[src/rtl/alu_pkg.sv]
// Shared definitions for the arbitrated ALU: opcode encodings, FSM states and
// the opcode legality check used to raise the error flag.
package alu_pkg;

    localparam logic [3:0] OP_ADD = 4'h1;
    localparam logic [3:0] OP_SUB = 4'h2;
    localparam logic [3:0] OP_MUL = 4'h3;

    typedef enum logic [1:0] {
        IDLE,
        EXEC,
        RESP
    } state_t;

    function automatic logic op_supported(logic [3:0] op);
        return (op == OP_ADD) || (op == OP_SUB) || (op == OP_MUL);
    endfunction

endpackage

[src/rtl/alu.sv]
// Combinational ALU: 8-bit unsigned operands, 16-bit result.
// Unsupported opcodes produce zero; flagging them is left to the caller.
module alu
    import alu_pkg::*;
(
    input  logic [3:0]  op,
    input  logic [7:0]  a,
    input  logic [7:0]  b,
    output logic [15:0] result
);

    always_comb begin
        result = 16'h0000;
        case (op)
            OP_ADD:  result = {8'h00, a} + {8'h00, b};
            OP_SUB:  result = {8'h00, a} - {8'h00, b};
            OP_MUL:  result = {8'h00, a} * {8'h00, b};
            default: result = 16'h0000;
        endcase
    end

endmodule

[src/rtl/alu_arbiter.sv]
// Round-robin sharing of one ALU between two requesters, one command in flight:
// accept in IDLE, compute in EXEC, hold the registered result in RESP.
module alu_arbiter
    import alu_pkg::*;
#(
    parameter int unsigned NUM_REQ = 2
) (
    input  logic                    clk,
    input  logic                    rst_n,
    input  logic [NUM_REQ-1:0]      req_valid,
    output logic [NUM_REQ-1:0]      req_ready,
    input  logic [NUM_REQ-1:0][3:0] req_opcode,
    input  logic [NUM_REQ-1:0][7:0] req_a,
    input  logic [NUM_REQ-1:0][7:0] req_b,
    output logic [NUM_REQ-1:0]      rsp_valid,
    input  logic [NUM_REQ-1:0]      rsp_ready,
    output logic [15:0]             rsp_result,
    output logic                    rsp_err,
    output logic                    busy
);

    state_t      state_q, state_d;
    logic        prio_q, prio_d;
    logic        owner_q, owner_d;
    logic [3:0]  op_q, op_d;
    logic [7:0]  a_q, a_d;
    logic [7:0]  b_q, b_d;
    logic [15:0] result_q, result_d;
    logic        err_q, err_d;
    logic        grant;
    logic [15:0] alu_result;

    alu u_alu (
        .op     (op_q),
        .a      (a_q),
        .b      (b_q),
        .result (alu_result)
    );

    always_comb begin
        state_d   = state_q;
        prio_d    = prio_q;
        owner_d   = owner_q;
        op_d      = op_q;
        a_d       = a_q;
        b_d       = b_q;
        result_d  = result_q;
        err_d     = err_q;
        req_ready = '0;
        rsp_valid = '0;
        // A lone requester wins outright; a tie goes to the prio pointer.
        grant     = (req_valid == 2'b11) ? prio_q : req_valid[1];

        unique case (state_q)
            IDLE: begin
                if (|req_valid) begin
                    req_ready[grant] = 1'b1;
                    owner_d          = grant;
                    op_d             = req_opcode[grant];
                    a_d              = req_a[grant];
                    b_d              = req_b[grant];
                    state_d          = EXEC;
                end
            end
            EXEC: begin
                result_d = alu_result;
                err_d    = !op_supported(op_q);
                state_d  = RESP;
            end
            RESP: begin
                rsp_valid[owner_q] = 1'b1;
                if (rsp_ready[owner_q]) begin
                    state_d = IDLE;
                    prio_d  = ~owner_q;
                end
            end
            default: state_d = IDLE;
        endcase
    end

    always_ff @(posedge clk or negedge rst_n) begin
        if (!rst_n) begin
            state_q  <= IDLE;
            prio_q   <= 1'b0;
            owner_q  <= 1'b0;
            op_q     <= 4'h0;
            a_q      <= 8'h00;
            b_q      <= 8'h00;
            result_q <= 16'h0000;
            err_q    <= 1'b0;
        end else begin
            state_q  <= state_d;
            prio_q   <= prio_d;
            owner_q  <= owner_d;
            op_q     <= op_d;
            a_q      <= a_d;
            b_q      <= b_d;
            result_q <= result_d;
            err_q    <= err_d;
        end
    end

    // Result and error hold their last value outside RESP; rsp_valid qualifies them.
    assign rsp_result = result_q;
    assign rsp_err    = err_q;
    assign busy       = (state_q != IDLE);

endmodule

[config.mk]
export PLATFORM = sky130hd
export DESIGN_NAME = alu_arbiter
export DESIGN_NICKNAME = d
export VERILOG_FILES = /design/src/rtl/alu_pkg.sv /design/src/rtl/alu.sv /design/src/rtl/alu_arbiter.sv
export SDC_FILE = /design/constraint.sdc
export NUM_CORES = 1
export LEC_CHECK = 0
export BUFFER_PORTS_ARGS = -buffer_cell sky130_fd_sc_hd__buf_2
export CORE_MARGIN = 2
export CORE_UTILIZATION = 45
export CTS_CLUSTER_DIAMETER = 120
export CTS_CLUSTER_SIZE = 14
export DETAILED_ROUTE_END_ITERATION = 8
export PLACE_DENSITY = 0.65
export SYNTH_ARGS = -nofsm -noshare
export SYNTH_HDL_FRONTEND = slang
export SYNTH_SLANG_ARGS = --single-unit
[constraint.sdc]
create_clock -name clk -period 13.6 [get_ports clk]
set_input_delay 2.04 -clock clk [delete_from_list [all_inputs] [get_ports clk]]
set_output_delay 2.04 -clock clk [all_outputs]
set_load 0.02 [all_outputs]
==> impl_metrics.toml, run 1 <==
[outcome]
status = "completed"

[synthesis]
async_flop_share_pct = 100.0
syn_area_per_cell_um2 = 9.285
seq_area_frac_synth_pct = 22.37
synth_edf_count = 0
synth.distinct_cells = 61
dominantRegCellSynth = "dfrtp_1"
synth_fp_nets = 630
synth-seq-cells = 41
yosysWarnings = 0
syn_inst = 494
syn_area_um2 = 4587

[setup_path]
critPathMostFrequentCell = "buf_2"
path_max_fanout = 27
worst_setup_path_start_kind = "input port"
cpMaxStageDelayCell = "or2_1"
path_cells = "buf_2 > nor2_1 > or2_1 > inv_1 > and2_1 > buf_2"
slowest_delay_ns = 0.63
worst-path-buf-inv = 3
worst_ep_required_time_ns = 11.56
crit_arrival_ns = 3.61
cp_top_family = "simple AND/OR/NAND/NOR gates"
critPathCaptureType = "output pin"
critical_path_class = "in2out"

[clock_network]
htree_levels = 2
cts_resized = 0
path_clk_slew_ns = 0.08
root_buffer = "clkbuf_8"
clkLatencyLatePin_ns = 0.32
cts_tree = "built"
ctsLongestPathBuffers = 2
clock-sinks = 41
ctsHoldBuffers = 0
postCtsSetupBuffers = 0
cts_made_buffers = 5

[finish]
finalNetCount = 692
multiInputGateArea_um2 = 3166
syn_to_final_growth_pct = 11.65
n_antenna_cell = 0
ff_latch_area_um2 = 1026
design_area_um2 = 5121
final_common_cell = "inv_1"
drive_gt1_share_pct = 16.16
n_fill_cell = 980
final_cells = 690
layout_common_cells = "inv_1 (85), buf_2 (67), ha_1 (52), and2_1 (41), dfrtp_1 (41)"

[detailed_routing]
ant_nets = 0
first_pass_iters = 8
drt_iter0_drc = 215
drt-total-wl_um = 11330
met2_wirelength_um = 5360
top_layer_used = "met4"
vias = 3797
wl_met1_um = 5273
via_per_inst = 5.503
dr_wl_met3_um = 493
drc_errors = 0
wl_per_cell_um = 16.41

[timing]
setup_tns_ns = 0
maxSlewHeadroom_pct = 29.63
hold_viol_final = 0
period_needed_ns = 5.648
slew_viol_final = 0
finalCritPeriodShare_pct = 41.53
fin_skew_ns = 0.01849
setup_viol = 0
worst_slew_pin_slew_ns = 1.052
rsz0062_at_grt = "no"
fmax_mhz = 177.1

[die]
initial_utilization_pct = 46.71
die_w_um = 105.0
dieHeight_um = 105.0
boundaryPins = 68
dieArea_um2 = 11020
core_um2 = 9819
num_rows = 36

[global_routing]
overflow = 0
antenna_found_initial = 0
grt_pass1_wl_um = 18660
gr-usage-all-layers_pct = 21.50
grt_pass1_vias = 3664
grt_max_degree = 42

[placed_design]
dp_hpwl_um = 8846
dp_cells = 682
gp_congestion = 0.9593
placement.io_buffers = 67
post_dp_cell_area_um2 = 5027

[job]
cap_violations = 0

[worst_hold_path]
hp-class = "reg2reg"
==> tightest hold or removal path, cell delays in order, from the launching register on <==
cell	delay [ns]
dfrtp_1	0.35
nand2_1	0.05
o21ai_0	0.06
==> stage by stage <==
step | hold WS [ns] | setup slack (ns) | utilization, %
6_report | 0.4874 | 7.952 | 52.15
5_1_grt | 0.5181 | 7.739 | 52.15
3_3_place_gp | 0.4649 | 8.016 | 51.20
3_5_place_dp | 0.4727 | 7.951 | 51.20
2_1_floorplan | 0.4876 | 8.615 | -
4_1_cts | 0.4915 | 7.950 | 52.15
==> flip-flops by register name (all words and copies together), names as in the netlist <==
name	count
b_q	8
prio_q	1
op_q	4
owner_q	1
a_q	8
rsp_err	1
state_q	2
rsp_result	16
==> path summary, 6_finish.rpt <==
check | start | endpoint | slack [ns] | cells past startpoint
min | rsp_result[0]$_DFFE_PN0N_ | rsp_result[0]$_DFFE_PN0N_ | 0.49 | 2
max | req_valid[1] | req_ready[0] | 7.95 | 6
min in group asynchronous | rst_n | rsp_result[10]$_DFFE_PN0N_ | 1.86 | 1
min reg2reg | rsp_result[0]$_DFFE_PN0N_ | rsp_result[0]$_DFFE_PN0N_ | 0.49 | 2
max reg2reg | a_q[1]$_DFFE_PN0P_ | rsp_result[13]$_DFFE_PN0N_ | 8.87 | 15
max in group asynchronous | rst_n | rsp_result[3]$_DFFE_PN0N_ | 11.11 | 1
==> cell usage after synthesis (all sizes together) (2+ instances only) <==
master / number / share of area (%)
o31ai: 4 / 0.95
nand2b: 3 / 0.41
clkbuf: 8 / 0.68
and2: 41 / 5.6
nor2: 25 / 2.4
a221oi: 6 / 1.3
nand2: 28 / 2.3
buf: 6 / 0.98
nand3: 5 / 0.65
nor3: 6 / 0.65
o21ai: 31 / 3.5
a21o: 6 / 0.98
nor4b: 2 / 0.52
inv: 85 / 7.0
and3: 2 / 0.27
xnor2: 8 / 1.5
o211ai: 6 / 1.1
or2: 2 / 0.27
a22oi: 3 / 0.49
fa: 38 / 17
mux2i: 5 / 1.1
a211oi: 2 / 0.44
xor2: 3 / 0.57
nor2b: 3 / 0.41
o21a: 4 / 0.65
a22o: 2 / 0.38
a31oi: 4 / 0.55
a221o: 8 / 1.7
ha: 52 / 14
dfrtp: 41 / 22
o21bai: 4 / 0.65
o21ba: 2 / 0.57
a222oi: 16 / 3.5
a21oi: 19 / 2.1
==> metal layers <==
layer	vias up	global-route usage, %
li1	1842	-
met1	1834	30.42
met2	107	34.42
met3	14	2.870
met4	0	6.190
met5	-	0
==> final cells by class <==
type / instances / area share, %
Tap cell: 133 / 3.249
Inverter: 85 / 6.230
Clock buffer: 5 / 1.344
Multi-Input combinational cell: 354 / 61.81
Clock inverter: 3 / 0.4886
Sequential cell: 41 / 20.03
Timing Repair Buffer: 69 / 6.841
==> cells by family after synthesis <==
| kind of cell | count (synthesis) | synth area share [%] |
|---|---|---|
| adders and majority gates | 90 | 30.77 |
| and+or+nand+nor | 122 | 14.40 |
| buffers and inverters | 99 | 8.620 |
| AOI/OAI and AO/OA | 125 | 20.40 |
| muxes | 6 | 1.337 |
| DFF | 41 | 22.37 |
| xor gates and xnor gates | 11 | 2.101 |
Power of run 1 is not shown: default switching activity piles up to over one toggle a cycle in this logic, so the estimate is an artifact.
==> run 2: changes to the inputs <==
==> constraint.sdc (replaced) <==
create_clock -name clk -period 5.2 [get_ports clk]
set_input_delay 0.78 -clock clk [delete_from_list [all_inputs] [get_ports clk]]
set_output_delay 0.78 -clock clk [all_outputs]
set_load 0.02 [all_outputs]
==> run 2 against run 1 <==
  * Non-clock buffer count is 1 lower
  * Register-to-register slack lost 8.4 ns
  * Worst setup slack worse by 7.5 ns
  * Critical path type is now reg2reg
==> impl_metrics.toml, run 2 (synthesized netlist as in run 1, its figures left out) <==
[outcome]
status = "completed"

[worst_hold_path]
hp-class = "reg2reg"

[placed_design]
placement.io_buffers = 67
dp_hpwl_um = 8967
post-place-ws_ns = 0.5169
gp_congestion = 0.8813

[setup_path]
path_max_fanout = 12
critPathCaptureType = "register"
slowest_delay_ns = 0.61
cpMaxStageDelayCell = "dfrtp_1"
worst_setup_path_start_kind = "register"
critPathMostFrequentCell = "fa_1"
crit_arrival_ns = 4.90
critical_path_class = "reg2reg"
path_cells = "nand2_1 > fa_1 > fa_1 > inv_1 > fa_1 > inv_1 > fa_1 > inv_1 > ha_1 > o21ai_0 > o21a_1 > o21ai_1 > a31oi_1 > xnor2_1 > a221o_1"
worst_ep_required_time_ns = 5.39

[global_routing]
antenna_found_initial = 0
gr-usage-all-layers_pct = 21.25
grt_pass1_vias = 3655
overflow = 0
grt_max_degree = 42
grt_pass1_wl_um = 18690

[clock_network]
clock-sinks = 41
path_clk_slew_ns = 0.10
cts_tree = "built"
clkLatencyLatePin_ns = 0.32
root_buffer = "clkbuf_8"
ctsLongestPathBuffers = 2
postCtsSetupBuffers = 0
cts_made_buffers = 5
htree_levels = 2
cts_resized = 0
ctsHoldBuffers = 0

[timing]
setup_viol = 0
holdWs_ns = 0.4882
slew_viol_final = 0
setup_tns_ns = 0
finalCritPeriodShare_pct = 90.45
fmax_mhz = 212.6
worst_slack_ns = 0.4964
rsz0062_at_grt = "no"
fin_skew_ns = 0.01657
period_needed_ns = 4.704
maxSlewHeadroom_pct = 7.834
hold_viol_final = 0
worst_slew_pin_slew_ns = 1.363

[die]
dieHeight_um = 105.0
boundaryPins = 68
initial_utilization_pct = 46.71
core_um2 = 9819
die_w_um = 105.0
num_rows = 36
dieArea_um2 = 11020

[detailed_routing]
drt-total-wl_um = 11370
via_per_inst = 5.586
drc_errors = 0
wl_per_cell_um = 16.51
ant_nets = 0
vias = 3849
first_pass_iters = 5
drt_iter0_drc = 209

[finish]
n_antenna_cell = 0
syn_to_final_growth_pct = 11.54
drive_gt1_share_pct = 16.01
final_common_cell = "inv_1"
layout_common_cells = "inv_1 (85), buf_2 (67), ha_1 (52), and2_1 (41), dfrtp_1 (41)"
n_fill_cell = 964
finalNetCount = 691
largest_reg_flops = 16

[job]
cap_violations = 0
-- run 2: cell types whose count changed in the layout (fill, tap and decap cells not counted), sizes merged --
cell / change
clkinvlp: -1
clkbuf: +1
clkinv: +1
inv: -1
buf: -1
-- run 2: area by class of cell --
| type | instances | area (µm²) | share of cell area [%] |
|---|---|---|---|
| Multi-Input combinational cell | 354 | 3166 | 61.87 |
| Sequential cell | 41 | 1026 | 20.05 |
| Timing Repair Buffer | 68 | 342.8 | 6.701 |
| Inverter | 85 | 319.1 | 6.236 |
| Tap cell | 133 | 166.4 | 3.253 |
| Clock buffer | 6 | 82.58 | 1.614 |
| Clock inverter | 2 | 13.76 | 0.2690 |
-- run 2: layer usage --
| metal | part of all wire (%) | vias to the layer above | GRT usage, % |
|---|---|---|---|
| li1 | - | 1823 | - |
| met1 | 46 | 1884 | 30.70 |
| met2 | 47 | 125 | 33.44 |
| met3 | 4.6 | 17 | 2.495 |
| met4 | 1.9 | 0 | 6.286 |
| met5 | 0 | - | 0 |
-- run 2: critical path, delay by kind of cell (launching register included) --
kind | cells | cell delay, ns
fa+ha+maj | 5 | 2.41
simple gates | 1 | 0.13
buf+inv | 3 | 0.15
compound gates | 5 | 1.13
xor+xnor | 1 | 0.15
flops | 1 | 0.61
-- run 2: worst paths after layout --
kind,from,end,slack (ns),depth (start not counted)
setup reg to reg,a_q[1]$_DFFE_PN0P_,rsp_result[13]$_DFFE_PN0N_,0.50,15
min in group asynchronous,rst_n,rsp_result[6]$_DFFE_PN0N_,0.61,1
hold reg to reg,rsp_result[1]$_DFFE_PN0N_,rsp_result[1]$_DFFE_PN0N_,0.49,2
setup / recovery,a_q[1]$_DFFE_PN0P_,rsp_result[13]$_DFFE_PN0N_,0.50,15
hold / removal,rsp_result[1]$_DFFE_PN0N_,rsp_result[1]$_DFFE_PN0N_,0.49,2
max in group asynchronous,rst_n,op_q[2]$_DFFE_PN0P_,3.97,1
-- run 2: through the flow --
stage	instances	utilization (%)	area, µm²
after floorplan	494	-	4587
after global placement	681	51.12	5020
after detailed placement	681	51.12	5020
after CTS	689	52.10	5116
after global routing	689	52.10	5116
final	689	52.10	5116
Power of run 2 is left out for the same reason.
